## config.mk

```make
export PLATFORM = sky130hd
export DESIGN_NAME = bin_to_bcd_display
export DESIGN_NICKNAME = d
export VERILOG_FILES = /design/src/rtl/bin_to_bcd_display.sv
export SDC_FILE = /design/constraint.sdc
export NUM_CORES = 1
export LEC_CHECK = 0
export CORE_ASPECT_RATIO = 1.25
export CORE_UTILIZATION = 58
export DETAILED_ROUTE_END_ITERATION = 16
export GPL_ROUTABILITY_DRIVEN = 0
export PLACE_DENSITY = 0.85
export SYNTH_ARGS = -nofsm -noshare
export SYNTH_HDL_FRONTEND = slang
export SYNTH_SLANG_ARGS = --single-unit
```

## constraint.sdc

```tcl
create_clock -name clk -period 5.75 [get_ports clk]
set_clock_uncertainty 0.2 [all_clocks]
set_input_delay 1.15 -clock clk [delete_from_list [all_inputs] [get_ports clk]]
set_output_delay 1.15 -clock clk [all_outputs]
set_load 0.02 [all_outputs]
```

## src/rtl/bin_to_bcd_display.sv

```systemverilog
// bin_to_bcd_display
//
// Sequential binary-to-BCD converter that feeds a seven_seg display driver.
// An unsigned binary value is captured on an accepted START and converted with
// iterative double-dabble, one bit per CE-qualified clock. When the conversion
// completes, the packed BCD digits and a leading-zero blanking mask are
// registered and DONE pulses for one clock. A value that does not fit in
// DIGIT_COUNT decimal digits shows as all 'E' digits and raises OVERFLOW.
//
// Ports
//   clk      : system clock, rising edge
//   RESET    : synchronous active-high reset; overrides every other input
//   CE       : clock enable; the FSM and datapath advance only when high
//   BIN      : unsigned binary value, sampled when START is accepted
//   START    : conversion request, accepted only in IDLE with CE high
//   NUMBER   : packed BCD result; digit i is NUMBER[4i+3:4i]
//   AN_MASK  : 1 = blank anode i (leading zeros); bit 0 is never blanked
//   BUSY     : high while the FSM is not in IDLE
//   DONE     : one-clock pulse when NUMBER/AN_MASK/OVERFLOW are updated
//   OVERFLOW : registered with the result; BIN exceeded 10^DIGIT_COUNT-1
module bin_to_bcd_display #(
  parameter int BIN_WIDTH   = 27,
  parameter int DIGIT_COUNT = 8,
  parameter bit BLANK_ZEROS = 1'b1
) (
  input  logic                     clk,
  input  logic                     RESET,
  input  logic                     CE,
  input  logic [BIN_WIDTH-1:0]     BIN,
  input  logic                     START,
  output logic [DIGIT_COUNT*4-1:0] NUMBER,
  output logic [DIGIT_COUNT-1:0]   AN_MASK,
  output logic                     BUSY,
  output logic                     DONE,
  output logic                     OVERFLOW
);

  localparam int NUM_W = DIGIT_COUNT * 4;
  localparam int CNT_W = $clog2(BIN_WIDTH + 1);

  localparam logic [1:0] IDLE    = 2'd0;
  localparam logic [1:0] CONVERT = 2'd1;
  localparam logic [1:0] FINISH  = 2'd2;

  function automatic logic [63:0] pow10(input int n);
    logic [63:0] p;
    p = 64'd1;
    for (int i = 0; i < n; i++) begin
      p = p * 64'd10;
    end
    return p;
  endfunction

  // Largest value that still fits in the display.
  localparam logic [63:0] MAX_VAL = pow10(DIGIT_COUNT) - 64'd1;

  // Idle display after reset: a single "0" on anode 0.
  localparam logic [DIGIT_COUNT-1:0] MASK_RST =
    BLANK_ZEROS ? {{(DIGIT_COUNT-1){1'b1}}, 1'b0} : '0;

  localparam logic [NUM_W-1:0] ERR_PATTERN = {DIGIT_COUNT{4'hE}};

  logic [1:0]             state_q,    state_d;
  logic [BIN_WIDTH-1:0]   shift_q,    shift_d;
  logic [NUM_W-1:0]       scratch_q,  scratch_d;
  logic [CNT_W-1:0]       cnt_q,      cnt_d;
  logic                   ovf_flag_q, ovf_flag_d;
  logic [NUM_W-1:0]       number_q,   number_d;
  logic [DIGIT_COUNT-1:0] an_mask_q,  an_mask_d;
  logic                   overflow_q, overflow_d;
  logic                   done_q,     done_d;

  logic [NUM_W-1:0]       scratch_adj;
  logic [DIGIT_COUNT-1:0] blank_mask;

  // Double-dabble correction: any digit >= 5 gets +3 so that the following
  // left shift carries correctly into the next decimal digit.
  for (genvar gi = 0; gi < DIGIT_COUNT; gi++) begin : g_adj
    assign scratch_adj[4*gi +: 4] = (scratch_q[4*gi +: 4] >= 4'd5)
                                    ? scratch_q[4*gi +: 4] + 4'd3
                                    : scratch_q[4*gi +: 4];
  end

  // Anode i is blanked when it and every more significant digit are zero.
  // Anode 0 always stays lit so that zero shows as "0".
  for (genvar gi = 0; gi < DIGIT_COUNT; gi++) begin : g_blank
    if (gi == 0) begin : g_lsd
      assign blank_mask[gi] = 1'b0;
    end else begin : g_upper
      assign blank_mask[gi] = BLANK_ZEROS && (scratch_q[NUM_W-1:4*gi] == '0);
    end
  end

  always_comb begin
    state_d    = state_q;
    shift_d    = shift_q;
    scratch_d  = scratch_q;
    cnt_d      = cnt_q;
    ovf_flag_d = ovf_flag_q;
    number_d   = number_q;
    an_mask_d  = an_mask_q;
    overflow_d = overflow_q;
    done_d     = 1'b0;

    case (state_q)
      IDLE: begin
        if (CE && START) begin
          shift_d    = BIN;
          scratch_d  = '0;
          ovf_flag_d = (64'(BIN) > MAX_VAL);
          cnt_d      = CNT_W'(BIN_WIDTH);
          state_d    = CONVERT;
        end
      end

      CONVERT: begin
        if (CE) begin
          {scratch_d, shift_d} = {scratch_adj, shift_q} << 1;
          cnt_d = cnt_q - CNT_W'(1);
          if (cnt_q == CNT_W'(1)) begin
            state_d = FINISH;
          end
        end
      end

      FINISH: begin
        if (CE) begin
          done_d  = 1'b1;
          state_d = IDLE;
          if (ovf_flag_q) begin
            number_d   = ERR_PATTERN;
            an_mask_d  = '0;
            overflow_d = 1'b1;
          end else begin
            number_d   = scratch_q;
            an_mask_d  = blank_mask;
            overflow_d = 1'b0;
          end
        end
      end

      default: begin
        state_d = IDLE;
      end
    endcase
  end

  // DONE is not CE-gated: done_d defaults low, so the pulse always lasts one clk.
  always_ff @(posedge clk) begin
    if (RESET) begin
      state_q    <= IDLE;
      shift_q    <= '0;
      scratch_q  <= '0;
      cnt_q      <= '0;
      ovf_flag_q <= 1'b0;
      number_q   <= '0;
      an_mask_q  <= MASK_RST;
      overflow_q <= 1'b0;
      done_q     <= 1'b0;
    end else begin
      state_q    <= state_d;
      shift_q    <= shift_d;
      scratch_q  <= scratch_d;
      cnt_q      <= cnt_d;
      ovf_flag_q <= ovf_flag_d;
      number_q   <= number_d;
      an_mask_q  <= an_mask_d;
      overflow_q <= overflow_d;
      done_q     <= done_d;
    end
  end

  assign NUMBER   = number_q;
  assign AN_MASK  = an_mask_q;
  assign OVERFLOW = overflow_q;
  assign DONE     = done_q;
  assign BUSY     = (state_q != IDLE);

endmodule
```

* Word level (Yosys, flattened, before mapping)
Cells that the tools add are included.
** Word-level totals
- Latch bits :: 0
- Output and inout port bits :: 43
- Memory bits (writable) :: 0
- Memories :: 0
- ROM bits :: 0
- Register bits after elaboration :: 109
- Word-level logic and storage cells :: 77
** Cells by class
- Multiplexer cells :: 26
- Shifts and indexed selects :: 0
- Bitwise logic cells :: 1
- Reductions and logical operators :: 16
- Multipliers :: 0
- $add $sub $neg :: 9
- Divide/modulo/power cells :: 0
- Equal/unequal tests :: 7
- $lt $le $gt $ge :: 9
** Operator list (number)
- 2-to-1 mux 32 bit :: 3
- one-hot mux 32 bit (2 select lines) :: 1
- 2-to-1 mux 27 bit :: 2
- one-hot mux 27 bit (2 select lines) :: 1
- greater-or-equal comparator 4 x 3 -> 1 bit (second input constant) :: 8
- adder 4 x 2 -> 4 bit (second input constant) :: 7
- logical NOT 28 bit :: 1
- 2-to-1 mux 4 bit :: 7
- greater-than comparator 27 bit (second input constant) :: 1
- logical NOT 24 bit :: 1
- logical NOT 20 bit :: 1
- logical NOT 16 bit :: 1
- logical NOT 12 bit :: 1
- 2-to-1 mux 5 bit :: 2
- one-hot mux 5 bit (2 select lines) :: 1
- logical NOT 8 bit :: 1
- 2-to-1 mux 2 bit :: 4
- 2-to-1 mux 8 bit :: 1
- != test 2 bit (second input constant) :: 4
- one-hot mux 2 bit (3 select lines) :: 1
- equality test 5 x 1 -> 1 bit (second input constant) :: 1
- subtractor 5 x 1 -> 5 bit (second input constant) :: 1
- logical NOT 4 bit :: 1
- AND reduction 2 bit :: 2
- other kinds (12) :: 14

* Logic depth before layout (Yosys ltp)
- Depth in word-level cells :: 4
- Gate-level depth with buffers :: 7
- Depth with buffers taken out :: 6

* Worst setup path before layout
OpenSTA, ideal clock, no wires.
- Path kind :: input -> register
- From :: input CE
- To :: register an_mask_q[1] (netlist: AN_MASK[1])
- Setup slack :: 3.144 ns
- Arrival :: 2.338 ns
- Cell stages on the path :: 6
- Required time :: 5.481 ns
- Cells stage by stage :: buf_2 and3b_1 buf_6 nand4_2 or4_4 o21ai_1
** On the way
- Word-level cells in the longest chain between the ends :: 1
** Ends and longest elaborated chain
- start: declaration :: RTL line 28 : input logic CE,
- AND reduction 2 bit (no source line)
- end signal: assignment :: RTL line 167 : an_mask_q <= an_mask_d;
- end: declaration :: RTL line 69 : logic [DIGIT_COUNT-1:0] an_mask_q, an_mask_d;
Every way passes these cells.
A chain may end at the register's enable or synchronous reset.

* Worst setup path in the final report
- From :: register state_q[0]
- To :: output BUSY
** On the way
- Word-level cells in the longest chain between the ends :: 1
** Ends and longest elaborated chain
- start: declaration :: RTL line 63 : logic [1:0] state_q, state_d;
- start signal: assignment :: RTL line 161 : state_q <= state_d;
- nonzero test 2 bit :: RTL line 177 : assign BUSY = (state_q != IDLE);
- end: declaration :: RTL line 33 : output logic BUSY,
Every way passes these cells.

==> flow_summary.json <==
{
  "run_status": "finished clean",
  "root_buffer_master": "sky130_fd_sc_hd__clkbuf_8",
  "setup_repair_after_global_routing_missed_its_margin": "no",
  "synthTopCellsByArea": "sky130_fd_sc_hd__dfxtp_1, sky130_fd_sc_hd__ha_1, sky130_fd_sc_hd__nor2_1, sky130_fd_sc_hd__nor3_1, sky130_fd_sc_hd__a222oi_1",
  "synthesis.nets": 594,
  "post_layout_nonfiller_instances": 685,
  "post_synthesis_cell_type_with_the_largest_combined_area": "sky130_fd_sc_hd__dfxtp_1",
  "static-leakage-power_nw": 2.14,
  "fp-row-count": 36,
  "postCtsSetupRepairBufs": 0,
  "slew_headroom": 0.235,
  "crit_path_cells": "nor2_1 > inv_1 > clkdlybuf4s50_1",
  "netlist.area_leader.share": 0.451,
  "setup-violations-final": 0,
  "boundaryPins": 74,
  "worstRegToRegCells": 5,
  "routed_wire_length_per_instance_um": 16.0,
  "route.detailed.vias_per_inst": 6.15,
  "synth-seq-area-share": 0.451,
  "flops_latches_synth": 108,
  "synth_top_cells_by_count": "sky130_fd_sc_hd__dfxtp_1, sky130_fd_sc_hd__nor2_1, sky130_fd_sc_hd__nor3_1",
  "fp.dieArea_um2": 8640,
  "power.ir.vdd_worst_uv": 158,
  "io_buffer_count": 72,
  "dr_total_vias": 4214,
  "postSynth.topFlopCell": "sky130_fd_sc_hd__dfxtp_1",
  "hold_slack_ns": 0.267,
  "clock_tree.htree_level_count": 3,
  "cts_buffer_depth": 2,
  "cp-start-kind": "flop",
  "diodes": 0,
  "hold_viol": 0,
  "crit_arrival_ns": 2.01,
  "setup_total_negative_slack_ns": 0,
  "max-cap-violations": 0,
  "design.core.area_um2": 7930,
  "flow.area_growth_from_synthesis_pct": 18.9,
  "fin_area_um2": 5710,
  "synth.lib_cells_used.distinct": 48,
  "power_density_relative_to_cell_area_nw_per_um2": 241,
  "postSynthCellCount": 538,
  "finish.net_count": 642,
  "tightestPinTransition_ns": 1.14,
  "floorplan.initialDensity": 0.605,
  "firstDrtPassIters": 9,
  "total_placed_cells_including_tap_cells": 670,
  "drt_first_iter_violations": 353,
  "crit_path_max_incr_delay_ns": 0.76,
  "edff_count_synth": 0,
  "path_delay_family": "flip-flops",
  "timing.hold.worst_path_depth": 2,
  "post-route-drc-count": 0,
  "clk_pin_slew_ns": 0.09,
  "initial_antenna_violation_count": 0,
  "tritoncts": "built",
  "critPathKind": "reg -> out",
  "grtUsageTotal": 0.259,
  "synth.yosys.warnings": 0,
  "grt-ovfl-total": 0,
  "finalWirelength_mm": 11.0,
  "clock_sinks": 108,
  "dp.final_hpwl_mm": 7.39,
  "fmaxAchievable_mhz": 297,
  "dpl-instance-area_um2": 5500,
  "met2_resource_use_gr": 0.457,
  "global_route.usage.met3": 0.0382,
  "post_cts.resized_instances": 0,
  "met1_usage": 0.301,
  "floorplan.die.width_um": 83.4,
  "ant_nets": 0,
  "hp-class": "reg -> reg",
  "grt_start_max_net_pins": 72,
  "critical_path.n_buffers_inverters": 2,
  "num_cts_buffers": 9,
  "grt_pass1_vias": 3899,
  "cp_max_fo": 18,
  "timing.critical_path.to_type": "output pin",
  "timing.final.max_slew_violations": 0,
  "post-route-period-util": 0.585,
  "grt_first_pass_wirelength_mm": 18.2,
  "cp.depth": 3,
  "synth_most_common_cell": "sky130_fd_sc_hd__dfxtp_1",
  "grt_busiest_layer": "met2",
  "syn-mean-instance-area_um2": 8.92,
  "worst_ep_required_time_ns": 4.40,
  "drive_above_1_share": 0.0424,
  "fp.dieH_um": 104,
  "clk_latency_ns": 0.38,
  "timing.critical_path.slowest_stage_cell": "sky130_fd_sc_hd__dfxtp_1",
  "ctsHoldBuffers": 0,
  "post_synth_instance_area_um2": 4800,
  "postSynth.asyncResetShare": 0,
  "layout_min_cycle_time_ns": 3.36,
  "fill_cells": 628
}
-- per-stage QoR --
stage	util	power [W]	setup slack (ns)
6_report	0.720	0.00137	2.39
5_1_grt	0.720	0.00141	2.31
4_1_cts	0.720	0.00138	2.42
3_5_place_dp	0.694	0.000893	2.21
3_3_place_gp	0.694	0.000888	2.26
2_1_floorplan	-	0.000852	3.14
-- state kept, by name, summed over array words and instances, names as in the netlist, 2 cells and up --
| signal | flops |
|---|---|
| state_q | 2 |
| AN_MASK | 7 |
| cnt_q | 5 |
| scratch_q | 32 |
| shift_q | 27 |
| NUMBER | 32 |
-- placed cells by master, fill, tap and decap left out, types with 3 or more instances in the layout --
cell	n
sky130_fd_sc_hd__a211oi_1	3
sky130_fd_sc_hd__a21oi_1	35
sky130_fd_sc_hd__a222oi_1	25
sky130_fd_sc_hd__a22o_1	16
sky130_fd_sc_hd__a2bb2oi_1	5
sky130_fd_sc_hd__buf_4	6
sky130_fd_sc_hd__clkbuf_8	9
sky130_fd_sc_hd__clkdlybuf4s50_1	71
sky130_fd_sc_hd__dfxtp_1	108
sky130_fd_sc_hd__ha_1	25
sky130_fd_sc_hd__inv_1	20
sky130_fd_sc_hd__mux2i_1	9
sky130_fd_sc_hd__nand2_1	12
sky130_fd_sc_hd__nand2b_1	8
sky130_fd_sc_hd__nand3_1	9
sky130_fd_sc_hd__nand3b_1	4
sky130_fd_sc_hd__nand4_1	3
sky130_fd_sc_hd__nor2_1	83
sky130_fd_sc_hd__nor3_1	55
sky130_fd_sc_hd__nor3b_1	11
sky130_fd_sc_hd__o211ai_1	5
sky130_fd_sc_hd__o21ai_0	15
sky130_fd_sc_hd__o311ai_0	4
sky130_fd_sc_hd__xnor2_1	10
-- area by class of cell --
cell class / count / area [um2] / share of cell area
well taps: 95 / 119 / 0.0208
clock inverters: 5 / 77.6 / 0.0136
flip-flops and latches: 108 / 2160 / 0.379
clock buffers: 10 / 128 / 0.0224
multi-input cells: 369 / 2380 / 0.418
inverters: 20 / 75.1 / 0.0132
repair buffers: 78 / 761 / 0.133
-- worst paths after layout --
check                   from            end  slack [ns]
setup / recovery  state_q[0]           BUSY        2.39
hold / removal    AN_MASK[2]     AN_MASK[2]        0.27
setup reg to reg  state_q[0]  scratch_q[28]        3.17
hold reg to reg   AN_MASK[2]     AN_MASK[2]        0.27
-- kinds of logic (layout without fill, tap and decap cells) --
family | after synthesis | in the layout | synth area share
xor gates and xnor gates | 12 | 12 | 0.0219
other | 1 | 1 | 0.000782
and+or+nand+nor | 202 | 202 | 0.209
AOI/OAI and AO/OA | 120 | 120 | 0.181
adders and majority gates | 25 | 25 | 0.0652
buffers and inverters | 61 | 113 | 0.0532
DFF | 108 | 108 | 0.451
muxes | 9 | 9 | 0.0188
-- tightest hold or removal path, delay by kind of cell (launching register included) --
family	cells	cell delay (ns)
AO/OA/AOI/OAI	1	0.06
flip-flops	1	0.34
AND/OR/NAND/NOR	1	0.05
-- layer usage --
layer	wire length, um	part of all wire
met1	4490	0.41
met2	5610	0.51
met3	579	0.053
met4	284	0.026
met5	0	0
-- where the power goes --
part / total, W / internal [W] / leakage, nW / switching [W]
Combinational: 0.000103 / 0.0000450 / 1.16 / 0.0000581
Sequential: 0.000774 / 0.000763 / 0.874 / 0.0000115
Clock: 0.000495 / 0.000242 / 0.102 / 0.000254
(Power assumes the default switching activity.)
